===== src/rtl/pipe_hazard_ctrl.sv =====
// Hazard, forwarding and branch-flush controller for the 5-stage pipeline, with a
// counter FSM that holds the front end during multi-cycle EX ops. Optional perf counters: HAZ_PERF_CNT_EN.
module pipe_hazard_ctrl #(
    parameter int REG_AW       = 3,
    parameter int MUL_LAT      = 4,
    parameter int R0_HARDWIRED = 1,
    parameter int CNT_W        = 16
) (
    input  logic              clk,
    input  logic              rst_n,
    input  logic [REG_AW-1:0] id_rs1,
    input  logic [REG_AW-1:0] id_rs2,
    input  logic              id_use_rs1,
    input  logic              id_use_rs2,
    input  logic              br_taken,
    input  logic [REG_AW-1:0] ex_rs1,
    input  logic [REG_AW-1:0] ex_rs2,
    input  logic [REG_AW-1:0] ex_rd,
    input  logic              ex_memread,
    input  logic              ex_mc_start,
    input  logic [REG_AW-1:0] mem_rd,
    input  logic              mem_regwr,
    input  logic [REG_AW-1:0] wb_rd,
    input  logic              wb_regwr,
    output logic              pc_stall,
    output logic              ifid_stall,
    output logic              ifid_flush,
    output logic              idex_bubble,
    output logic              idex_hold,
    output logic              exmem_bubble,
    output logic [1:0]        fwd_a_sel,
    output logic [1:0]        fwd_b_sel,
    output logic              mc_busy,
    output logic [CNT_W-1:0]  stall_cnt,
    output logic [CNT_W-1:0]  flush_cnt
);

    typedef enum logic {IDLE, BUSY} state_t;

    // The start cycle and the completion cycle are both part of the occupancy.
    localparam logic [7:0] MC_INIT = 8'((MUL_LAT > 1) ? MUL_LAT - 2 : 0);

    state_t     state, state_next;
    logic [7:0] cnt, cnt_next;
    logic       mc_hold;
    logic       load_use;

    function automatic logic reg_match(input logic en, input logic [REG_AW-1:0] rd,
                                       input logic [REG_AW-1:0] rs);
        return en && (rd == rs) && !((R0_HARDWIRED != 0) && (rd == '0));
    endfunction

    // NOTE: every signal written here gets a default first so no latch is inferred.
    always_comb begin
        state_next = state;
        cnt_next   = cnt;
        mc_hold    = 1'b0;
        case (state)
            IDLE: begin
                if (ex_mc_start && (MUL_LAT > 1)) begin
                    mc_hold    = 1'b1;
                    cnt_next   = MC_INIT;
                    state_next = BUSY;
                end
            end
            BUSY: begin
                if (cnt != 8'd0) begin
                    mc_hold  = 1'b1;
                    cnt_next = cnt - 8'd1;
                end else begin
                    state_next = IDLE;
                end
            end
            default: state_next = IDLE;
        endcase
    end

    // NOTE: sequential state uses non-blocking assignments so all flops update together.
    always_ff @(posedge clk) begin
        if (!rst_n) begin
            state <= IDLE;
            cnt   <= 8'd0;
        end else begin
            state <= state_next;
            cnt   <= cnt_next;
        end
    end

    assign load_use = reg_match(ex_memread && id_use_rs1, ex_rd, id_rs1) ||
                      reg_match(ex_memread && id_use_rs2, ex_rd, id_rs2);

    always_comb begin
        pc_stall     = 1'b0;
        ifid_stall   = 1'b0;
        ifid_flush   = 1'b0;
        idex_bubble  = 1'b0;
        idex_hold    = 1'b0;
        exmem_bubble = 1'b0;
        fwd_a_sel    = 2'b00;
        fwd_b_sel    = 2'b00;
        mc_busy      = 1'b0;
        if (rst_n) begin
            mc_busy = (state == BUSY);
            if (reg_match(mem_regwr, mem_rd, ex_rs1))     fwd_a_sel = 2'b10;
            else if (reg_match(wb_regwr, wb_rd, ex_rs1))  fwd_a_sel = 2'b01;
            if (reg_match(mem_regwr, mem_rd, ex_rs2))     fwd_b_sel = 2'b10;
            else if (reg_match(wb_regwr, wb_rd, ex_rs2))  fwd_b_sel = 2'b01;
            // Priority: multi-cycle hold, then load-use, then branch flush.
            if (mc_hold) begin
                pc_stall     = 1'b1;
                ifid_stall   = 1'b1;
                idex_hold    = 1'b1;
                exmem_bubble = 1'b1;
            end else if (load_use) begin
                pc_stall    = 1'b1;
                ifid_stall  = 1'b1;
                idex_bubble = 1'b1;
            end else if (br_taken) begin
                ifid_flush = 1'b1;
            end
        end
    end

`ifdef HAZ_PERF_CNT_EN
    logic [CNT_W-1:0] stall_q, flush_q;

    always_ff @(posedge clk) begin
        if (!rst_n) begin
            stall_q <= '0;
            flush_q <= '0;
        end else begin
            if (pc_stall && (stall_q != '1)) stall_q <= stall_q + CNT_W'(1);
            if (ifid_flush && (flush_q != '1)) flush_q <= flush_q + CNT_W'(1);
        end
    end

    assign stall_cnt = stall_q;
    assign flush_cnt = flush_q;
`else
    assign stall_cnt = '0;
    assign flush_cnt = '0;
`endif

endmodule


===== config.mk =====
export PLATFORM = sky130hd
export DESIGN_NAME = pipe_hazard_ctrl
export DESIGN_NICKNAME = d
export VERILOG_FILES = /design/src/rtl/pipe_hazard_ctrl.sv
export SDC_FILE = /design/constraint.sdc
export NUM_CORES = 1
export LEC_CHECK = 0
export ABC_AREA = 0
export CORE_MARGIN = 2
export CORE_UTILIZATION = 35
export DETAILED_ROUTE_END_ITERATION = 16
export MAX_ROUTING_LAYER = met4
export PLACE_DENSITY = 0.87
export SLEW_MARGIN = 0
export SYNTH_ARGS = -nofsm -noshare
export SYNTH_HDL_FRONTEND = slang
export SYNTH_SLANG_ARGS = --single-unit

===== constraint.sdc =====
create_clock -name clk -period 1.9 [get_ports clk]
set_input_delay 0.19 -clock clk [delete_from_list [all_inputs] [get_ports clk]]
set_output_delay 0.19 -clock clk [all_outputs]
set_load 0.03 [all_outputs]

==> results of run 1 <==
==> logic make-up (layout without fill, tap and decap cells) <==
group                      count (synthesis)  in the layout
and+or+nand+nor                           49             49
adders and majority gates                  2              2
muxes                                      2              2
DFF                                        9              9
buffers and inverters                     39             65
xor gates and xnor gates                  16             16
AOI/OAI and AO/OA                         23             23
other                                      1             32
==> synth_stat cells (all sizes together), types with 3 or more instances <==
cell type	number	share of area, %
buf	34	23
nand2	11	3.8
xnor2	10	8.1
dfxtp	9	17
nand3	6	2.8
xor2	6	4.8
a21boi	5	3.5
and2	5	2.9
nor2b	5	2.9
nand2b	4	2.3
nor2	4	1.4
nor4	4	2.3
a21oi	3	1.4
inv	3	1.0
nor3	3	1.4
==> cells in the final DEF, fill, tap and decap left out, types with 5 or more instances in the layout <==
cell,instances
dfxtp_1,5
xnor2_1,10
nand3_1,6
buf_4,22
clkdlybuf4s50_1,22
conb_1,32
xor2_1,5
nand2_1,11
buf_6,5
==> per-layer routing <==
layer	global-route usage (%)	vias up
met5	-	-
met1	14.9	498
li1	-	537
met4	5.71	0
met2	33.9	63
met3	2.81	6
==> final timing paths <==
check,from,to,slack (ns),depth (start not counted)
setup reg to reg,cnt[4],cnt[1],0.11,4
setup / recovery,cnt[4],ifid_flush,0.0007,4
hold reg to reg,cnt[3],cnt[3],0.52,2
hold / removal,cnt[3],cnt[3],0.52,2
==> worst min-delay path: cells and delay by family, from the launching register on <==
kind / cells / cell delay [ns]
mux: 1 / 0.05
simple gates: 1 / 0.07
flops: 1 / 0.35
==> repair_timing <==
action / 4_1_cts / 5_1_grt
setup endpoints to repair: 9 / 11
pin swaps: 12 / 10
buffers inserted: 4 / 1
gates resized for setup: 32 / 14
hold buffers: 0 / 0
==> final cells by class <==
| cell class | instances | area [um^2] | share of cell area, % |
|---|---|---|---|
| Multi-Input combinational cell | 124 | 840 | 51.6 |
| Timing Repair Buffer | 58 | 524 | 32.2 |
| Sequential cell | 9 | 185 | 11.4 |
| Tap cell | 33 | 41.3 | 2.54 |
| Clock buffer | 4 | 26.3 | 1.61 |
| Inverter | 3 | 11.3 | 0.692 |
==> metrics by stage <==
stage	worst slack, ns	power (mW)	TNS [ns]	area [um^2]	util [%]
3_3_place_gp	-0.525	0.861	-1.37	1460	48.7
6_report	0.000750	1.16	0	1630	54.2
5_1_grt	-0.0508	1.24	-0.0508	1630	54.2
2_1_floorplan	0.0770	0.718	0	1210	-
4_1_cts	-0.00335	1.10	-0.00335	1570	52.4
3_5_place_dp	-0.580	0.876	-1.64	1460	48.7
==> sequential cells by signal (all words and copies together) (netlist names) <==
signal / cells
cnt: 8
state: 1
==> report_power, final <==
part	total [mW]	switching (mW)	internal, mW	leakage [nW]
sequential	0.272	0.0438	0.229	0.0753
clock	0.149	0.0680	0.0810	0.0150
combinational	0.741	0.395	0.346	0.635
==> impl_metrics.json, run 1 <==
{
  "grtUsageTotal_pct": 16.6,
  "synth-seq-cells": 9,
  "syn_to_final_growth_pct": 49.7,
  "antenna_cells": 0,
  "postSynthCellCount": 141,
  "drc": 0,
  "post-route-period-util_pct": 100,
  "dr.first_iter.drc_count": 18,
  "rsz0062_at_grt": "yes",
  "dp_cells": 222,
  "crit_chain": "or4_4 > o31ai_4 > and4_1 > buf_6",
  "cts_tree": "yes",
  "synth_cell_types": 35,
  "via_per_inst": 4.78,
  "clock_path_buffers": 2,
  "synth-main-ff-cell": "dfxtp_1",
  "drive_gt1_share_pct": 27.8,
  "cp-end-kind": "output pin",
  "top_layer": "met4",
  "path_clk_slew_ns": 0.06,
  "synth_xor_area_share_pct": 12.9,
  "path_buf_inv": 1,
  "syn-cell-area_um2": 1090,
  "grt-ovfl-total": 0,
  "synth_area_per_cell_um2": 7.71,
  "synth-adder-area-share_pct": 2.30,
  "worstPathRequired_ns": 1.71,
  "vdd_drop_max_mv": 0.232,
  "fin_nets": 231,
  "synth_compound_area_share_pct": 15.8,
  "hold_viol": 0,
  "gp_congestion": 0.785,
  "instances_no_fill": 231,
  "seq_area_frac_synth_pct": 16.6,
  "path_class": "reg2out",
  "cts_root_buf": "clkbuf_4",
  "grt_pass1_wl_mm": 4.37,
  "period_needed_ns": 1.90,
  "wl_met1_um": 978,
  "wl_met2_mm": 1.56,
  "fmax_ghz": 0.527,
  "h-tree-depth": 1,
  "status": "finished clean",
  "drv_slew": 0,
  "die_h_um": 59.7,
  "cpPeakStageDelay_ns": 0.56,
  "nFillCells": 297,
  "core-area_um2": 3000,
  "setup_viol": 0,
  "hpwl_mm": 2.17,
  "ant_nets": 0,
  "p_leak_nw": 0.725,
  "io_pins": 73,
  "wirelength_mm": 2.87,
  "clock_skew_ns": 0.00424,
  "cts_made_buffers": 3,
  "drtPass1Iterations": 4,
  "avgRoutedWirePerCell_um": 12.4,
  "async_flop_share_pct": 0,
  "hp-class": "reg2reg",
  "die_w_um": 59.7,
  "wl_met3_um": 286,
  "worstPathMaxFanout": 2,
  "worst_path_max_delay_cell": "or4_4",
  "start_util_pct": 36.2,
  "synth-simple-area-share_pct": 25.1,
  "worstPathArrival_ns": 1.71,
  "synthMuxAreaShare_pct": 1.84,
  "grt_pass1_vias": 1058,
  "cp-start-kind": "register",
  "yosysWarnings": 0,
  "synth_top_family_by_area": "buffers and inverters",
  "die_area_um2": 3570,
  "p_per_area_nw_per_um2": 714,
  "hold_ws_ns": 0.521,
  "maxCapViolations": 0,
  "clock-sinks": 9,
  "grt_max_degree": 15,
  "insertion_delay_ns": 0.26,
  "portBuffers": 40,
  "synth_edf_count": 0,
  "antenna_found_initial": 0,
  "via_count": 1104,
  "path_delay_family": "simple AND/OR/NAND/NOR gates",
  "row_count": 20
}
Power figures use the tool's default switching activity.
==> inputs of run 2 (changes only) <==
--- a/config.mk
+++ b/config.mk
@@ -5,12 +5,12 @@
 export SDC_FILE = /design/constraint.sdc
 export NUM_CORES = 1
 export LEC_CHECK = 0
-export ABC_AREA = 0
+export ABC_AREA = 1
 export CORE_MARGIN = 2
 export CORE_UTILIZATION = 35
 export DETAILED_ROUTE_END_ITERATION = 16
 export MAX_ROUTING_LAYER = met4
-export PLACE_DENSITY = 0.87
+export PLACE_DENSITY = 0.86
 export SLEW_MARGIN = 0
 export SYNTH_ARGS = -nofsm -noshare
 export SYNTH_HDL_FRONTEND = slang
==> impl_metrics.json, run 2 <==
{
  "fin_area_um2": 1490,
  "seq_area_um2": 180,
  "placed_area_um2": 1440,
  "synth_top_area_share_pct": 22.8,
  "vdd_drop_max_mv": 0.192,
  "syn_to_final_growth_pct": 33.1,
  "via_per_inst": 4.20,
  "period_needed_ns": 1.79,
  "cts_root_buf": "clkbuf_4",
  "gp_congestion": 0.803,
  "hpwl_mm": 2.09,
  "grt_pass1_wl_mm": 4.11,
  "wl_met2_mm": 1.37,
  "postSynthCellCount": 181,
  "synth-main-ff-cell": "dfxtp_1",
  "drtPass1Iterations": 4,
  "final_cell_mix": "nand2_1, conb_1, clkdlybuf4s50_1",
  "top_register": "cnt",
  "avgRoutedWirePerCell_um": 9.52,
  "clock_skew_ns": 0.00743,
  "worstPathMaxFanout": 4,
  "fin_nets": 262,
  "grt-ovfl-total": 0,
  "worstPathRequired_ns": 1.71,
  "fmax_ghz": 0.559,
  "setup_viol": 0,
  "wirelength_mm": 2.60,
  "syn-cell-area_um2": 1120,
  "rsz0062_at_grt": "no",
  "drc": 0,
  "portBuffers": 40,
  "synth_cell_types": 23,
  "path_class": "reg2out",
  "cp-end-kind": "output pin",
  "p_leak_nw": 0.741,
  "row_count": 20,
  "clock_path_buffers": 2,
  "core-area_um2": 3050,
  "drv_slew": 0,
  "cp-start-kind": "register",
  "wl_met3_um": 141,
  "io_pins": 73,
  "fin_setup_tns_ns": 0,
  "finalCoreUtilization_pct": 48.8,
  "antenna_found_initial": 0,
  "clock-sinks": 9,
  "nFillCells": 321,
  "start_util_pct": 36.7,
  "multi_input_area_um2": 722,
  "cts_made_buffers": 3,
  "die_area_um2": 3670,
  "drive_gt1_share_pct": 12.7,
  "hp-class": "reg2reg",
  "post-route-period-util_pct": 94.2,
  "hold_ws_ns": 0.490,
  "ant_nets": 0,
  "yosysWarnings": 0,
  "wl_met1_mm": 1.08,
  "synth-seq-cells": 9,
  "p_per_area_nw_per_um2": 614,
  "dr.first_iter.drc_count": 54,
  "final_common_cell": "nand2_1",
  "antenna_cells": 0,
  "maxCapViolations": 0,
  "grt_pass1_vias": 963,
  "synthTopCellsByArea": "buf_4, dfxtp_1, nand2_1",
  "die_h_um": 60.6,
  "reg_top3": "cnt (8), state (1)",
  "path_clk_slew_ns": 0.07,
  "synth_commonest_cells": "nand2_1, buf_4, nor2_1",
  "synth_area_leader_cell": "buf_4",
  "h-tree-depth": 1,
  "synth_area_per_cell_um2": 6.19,
  "die_w_um": 60.6,
  "top_layer": "met4",
  "cts_tree": "yes",
  "cts_hold_buf": 0,
  "synth_edf_count": 0,
  "async_flop_share_pct": 0,
  "insertion_delay_ns": 0.27,
  "hold_viol": 0,
  "via_count": 1147,
  "status": "finished clean",
  "worstPathArrival_ns": 1.60,
  "seq_area_frac_synth_pct": 16.1,
  "largest_reg_flops": 8,
  "yosysMostFrequentCell": "nand2_1",
  "grt_max_degree": 9,
  "grtUsageTotal_pct": 15.3
}
run 2: changes by cell type in the layout (fill, tap and decap cells not counted), sizes merged, moves of 6 or more:
cell	previous run	this run
nand2	11	38
nor2	4	26
inv	3	21
buf	29	17
clkdlybuf4s50	22	30
a21oi	3	10
o21ai	2	8
run 2: kinds of logic (layout without fill, tap and decap cells):
group | Yosys count | after routing | synth area share [%]
AND/OR/NAND/NOR | 85 | 85 | 34.1
buffers and inverters | 55 | 72 | 29.8
AO/OA/AOI/OAI | 22 | 22 | 12.0
flip-flops | 9 | 9 | 16.1
XOR/XNOR | 7 | 7 | 5.47
adder cells (fa/ha/maj) | 2 | 2 | 2.23
other | 1 | 32 | 0.335
run 2: area by class of cell:
type	instances	area share, %
tap	44	3.69
sequential	9	12.1
timing repair buffer	47	28.7
inverter	21	5.29
clock buffer	4	1.76
multi-input combinational	148	48.4
run 2: worst paths after layout:
kind / startpoint / end / slack (ns) / cells past startpoint
worst max-delay path: cnt[0] / ifid_stall / 0.11 / 8
worst min-delay path: cnt[0] / cnt[0] / 0.49 / 1
worst max register to register: cnt[0] / cnt[6] / 0.46 / 8
worst min register to register: cnt[0] / cnt[0] / 0.49 / 1
run 2: report_power, final:
part           switching, mW  internal (mW)  total [mW]
clock                 0.0726         0.0811       0.154
combinational          0.325          0.198       0.523
sequential            0.0261          0.212       0.238
run 2: repair_timing:
item / CTS / global route
pin swaps: 1 / 1
endpoints found under the setup margin: 2 / 5
buffers inserted: 0 / 3
gates resized for setup: 0 / 1
run 2: worst max-delay path, cell delays in order, from the launching register on:
cell and delay [ns]:
dfxtp_1 0.34, inv_2 0.08, ha_1 0.15, nand2_1 0.10, o21ai_4 0.23, nand2_4 0.07
nand2_1 0.10, nand2_1 0.09, buf_4 0.17
run 2: per-layer routing:
metal  up-vias  track usage [%]
met1       500             17.5
met2        41             27.2
li1        604                -
met5         -                -
met3         2             3.20
met4         0             3.73
run 2: through the flow:
step	worst slack [ns]	cells	total power, mW
after floorplan	0.191	212	0.640
after global placement	0.230	266	0.730
after detailed placement	0.185	266	0.739
after CTS	0.00575	270	0.900
after global routing	0.00323	273	0.985
final	0.111	273	0.914
==> inputs of run 3 (changes only) <==
--- a/config.mk
+++ b/config.mk
@@ -11,7 +11,6 @@
 export DETAILED_ROUTE_END_ITERATION = 16
 export MAX_ROUTING_LAYER = met4
 export PLACE_DENSITY = 0.86
-export SLEW_MARGIN = 0
 export SYNTH_ARGS = -nofsm -noshare
 export SYNTH_HDL_FRONTEND = slang
 export SYNTH_SLANG_ARGS = --single-unit
==> constraint.sdc (replaced) <==
create_clock -name clk -period 1.79 [get_ports clk]
set_input_delay 0.179 -clock clk [delete_from_list [all_inputs] [get_ports clk]]
set_output_delay 0.179 -clock clk [all_outputs]
set_load 0.03 [all_outputs]
==> impl_metrics.json, run 3 (synthesized netlist as in run 2, its figures left out) <==
{
  "worstPathRequired_ns": 1.61,
  "drc": 0,
  "instances_no_fill": 272,
  "antenna_cells": 0,
  "setup_viol": 0,
  "cp-end-kind": "output pin",
  "hold_ws_ns": 0.485,
  "p_switching_uw": 448,
  "io_pins": 73,
  "p_per_area_nw_per_um2": 645,
  "setup_ws_ns": 0.0794,
  "seq_area_um2": 180,
  "largest_reg_flops": 8,
  "avgRoutedWirePerCell_um": 9.44,
  "drtPass1Iterations": 7,
  "top_layer": "met4",
  "insertion_delay_ns": 0.26,
  "clock_path_buffers": 2,
  "p_int_uw": 518,
  "fin_area_um2": 1500,
  "post-route-period-util_pct": 95.6,
  "crit_chain": "inv_2 > ha_1 > nand2_2 > o21ai_4 > nand2_4 > nand2_2 > nand2_1 > buf_4",
  "cts_tree": "yes",
  "status": "finished clean",
  "hpwl_mm": 2.18,
  "via_count": 1183,
  "wl_met3_um": 209,
  "wl_met2_mm": 1.28,
  "vdd_drop_max_mv": 0.314,
  "cpPeakStageDelay_ns": 0.33,
  "placed_area_um2": 1440,
  "final_common_cell": "nand2_1",
  "power_switching_share_pct": 46.4,
  "dp_cells": 266,
  "dr.first_iter.drc_count": 20,
  "via_per_inst": 4.35,
  "seq_power_share_pct": 26.1,
  "wirelength_mm": 2.57,
  "cts_hold_buf": 0,
  "die_h_um": 60.6,
  "ant_nets": 0,
  "pre_cts_ws_ns": 0.0459,
  "reg_top3": "cnt (8), state (1)",
  "fin_nets": 261,
  "die_area_um2": 3670,
  "rsz0062_at_grt": "yes",
  "combPwrFrac_pct": 57.9,
  "path_buf_inv": 2,
  "grtUsageTotal_pct": 14.2,
  "row_count": 20,
  "path_delay_family": "flip-flops",
  "p_leak_nw": 0.742,
  "hp-class": "reg2reg",
  "cts_made_buffers": 3,
  "finalCoreUtilization_pct": 49.0,
  "drv_slew": 0,
  "top_register": "cnt",
  "final_cell_mix": "nand2_1, conb_1, clkdlybuf4s50_1",
  "fmax_ghz": 0.585,
  "start_util_pct": 36.7,
  "grt-ovfl-total": 0,
  "grt_pass1_vias": 991,
  "cp-start-kind": "register",
  "path_clk_slew_ns": 0.07,
  "die_w_um": 60.6,
  "wl_met1_mm": 1.05,
  "worstPathMaxFanout": 4,
  "h-tree-depth": 1,
  "syn_to_final_growth_pct": 33.6,
  "path_class": "reg2out",
  "period_needed_ns": 1.71,
  "critPathMostFrequentCell": "nand2_2",
  "grt_pass1_wl_mm": 3.90,
  "clock_skew_ns": 0.00800,
  "multi_input_area_um2": 737,
  "maxCapViolations": 0,
  "portBuffers": 40,
  "gp_congestion": 0.880,
  "r2r_slack_ns": 0.37,
  "worstPathArrival_ns": 1.53,
  "core-area_um2": 3050,
  "clock-sinks": 9,
  "drive_gt1_share_pct": 15.4,
  "worst_path_max_delay_cell": "dfxtp_1",
  "hold_viol": 0,
  "nFillCells": 322,
  "p_clk_share_pct": 16.0,
  "antenna_found_initial": 0,
  "grt_max_degree": 8,
  "cts_root_buf": "clkbuf_4"
}
-- run 3: per-stage QoR --
step           power [mW]  TNS (ns)
3_5_place_dp        0.785         0
5_1_grt              1.03   -0.0865
2_1_floorplan       0.679         0
6_report            0.966         0
3_3_place_gp        0.779         0
4_1_cts             0.942         0
-- run 3: area by class of cell --
type / instances / share of cell area [%]
multi-input combinational: 148 / 49.2
timing repair buffer: 46 / 27.9
sequential: 9 / 12.0
inverter: 21 / 5.27
tap: 44 / 3.68
clock buffer: 3 / 1.51
clock inverter: 1 / 0.334
-- run 3: timing repair --
item / 4_1_cts / 5_1_grt
pin swaps: 1 / 1
endpoints found under the setup margin: 2 / 8
setup buffers: 0 / 2
resized for setup: 0 / 6
-- run 3: power by group through the flow --
| stage | sequential (mW) | clock, mW | combinational [mW] |
|---|---|---|---|
| 6_report | 0.252 | 0.155 | 0.559 |
| 5_1_grt | 0.254 | 0.171 | 0.606 |
| 4_1_cts | 0.250 | 0.160 | 0.532 |
| 3_5_place_dp | 0.254 | 0 | 0.531 |
| 3_3_place_gp | 0.253 | 0 | 0.526 |
| 2_1_floorplan | 0.249 | 0 | 0.430 |
-- run 3: path summary, 6_finish.rpt --
| check | end | depth (start not counted) | from |
|---|---|---|---|
| worst min-delay path | cnt[0] | 1 | cnt[0] |
| worst max register to register | cnt[2] | 9 | cnt[0] |
| worst min register to register | cnt[0] | 1 | cnt[0] |
| worst max-delay path | ifid_stall | 8 | cnt[0] |
-- run 3: metal layers --
metal | vias up | track usage [%]
met5 | - | -
met4 | 0 | 1.86
met3 | 5 | 4.69
met2 | 55 | 23.8
met1 | 520 | 16.9
li1 | 603 | -
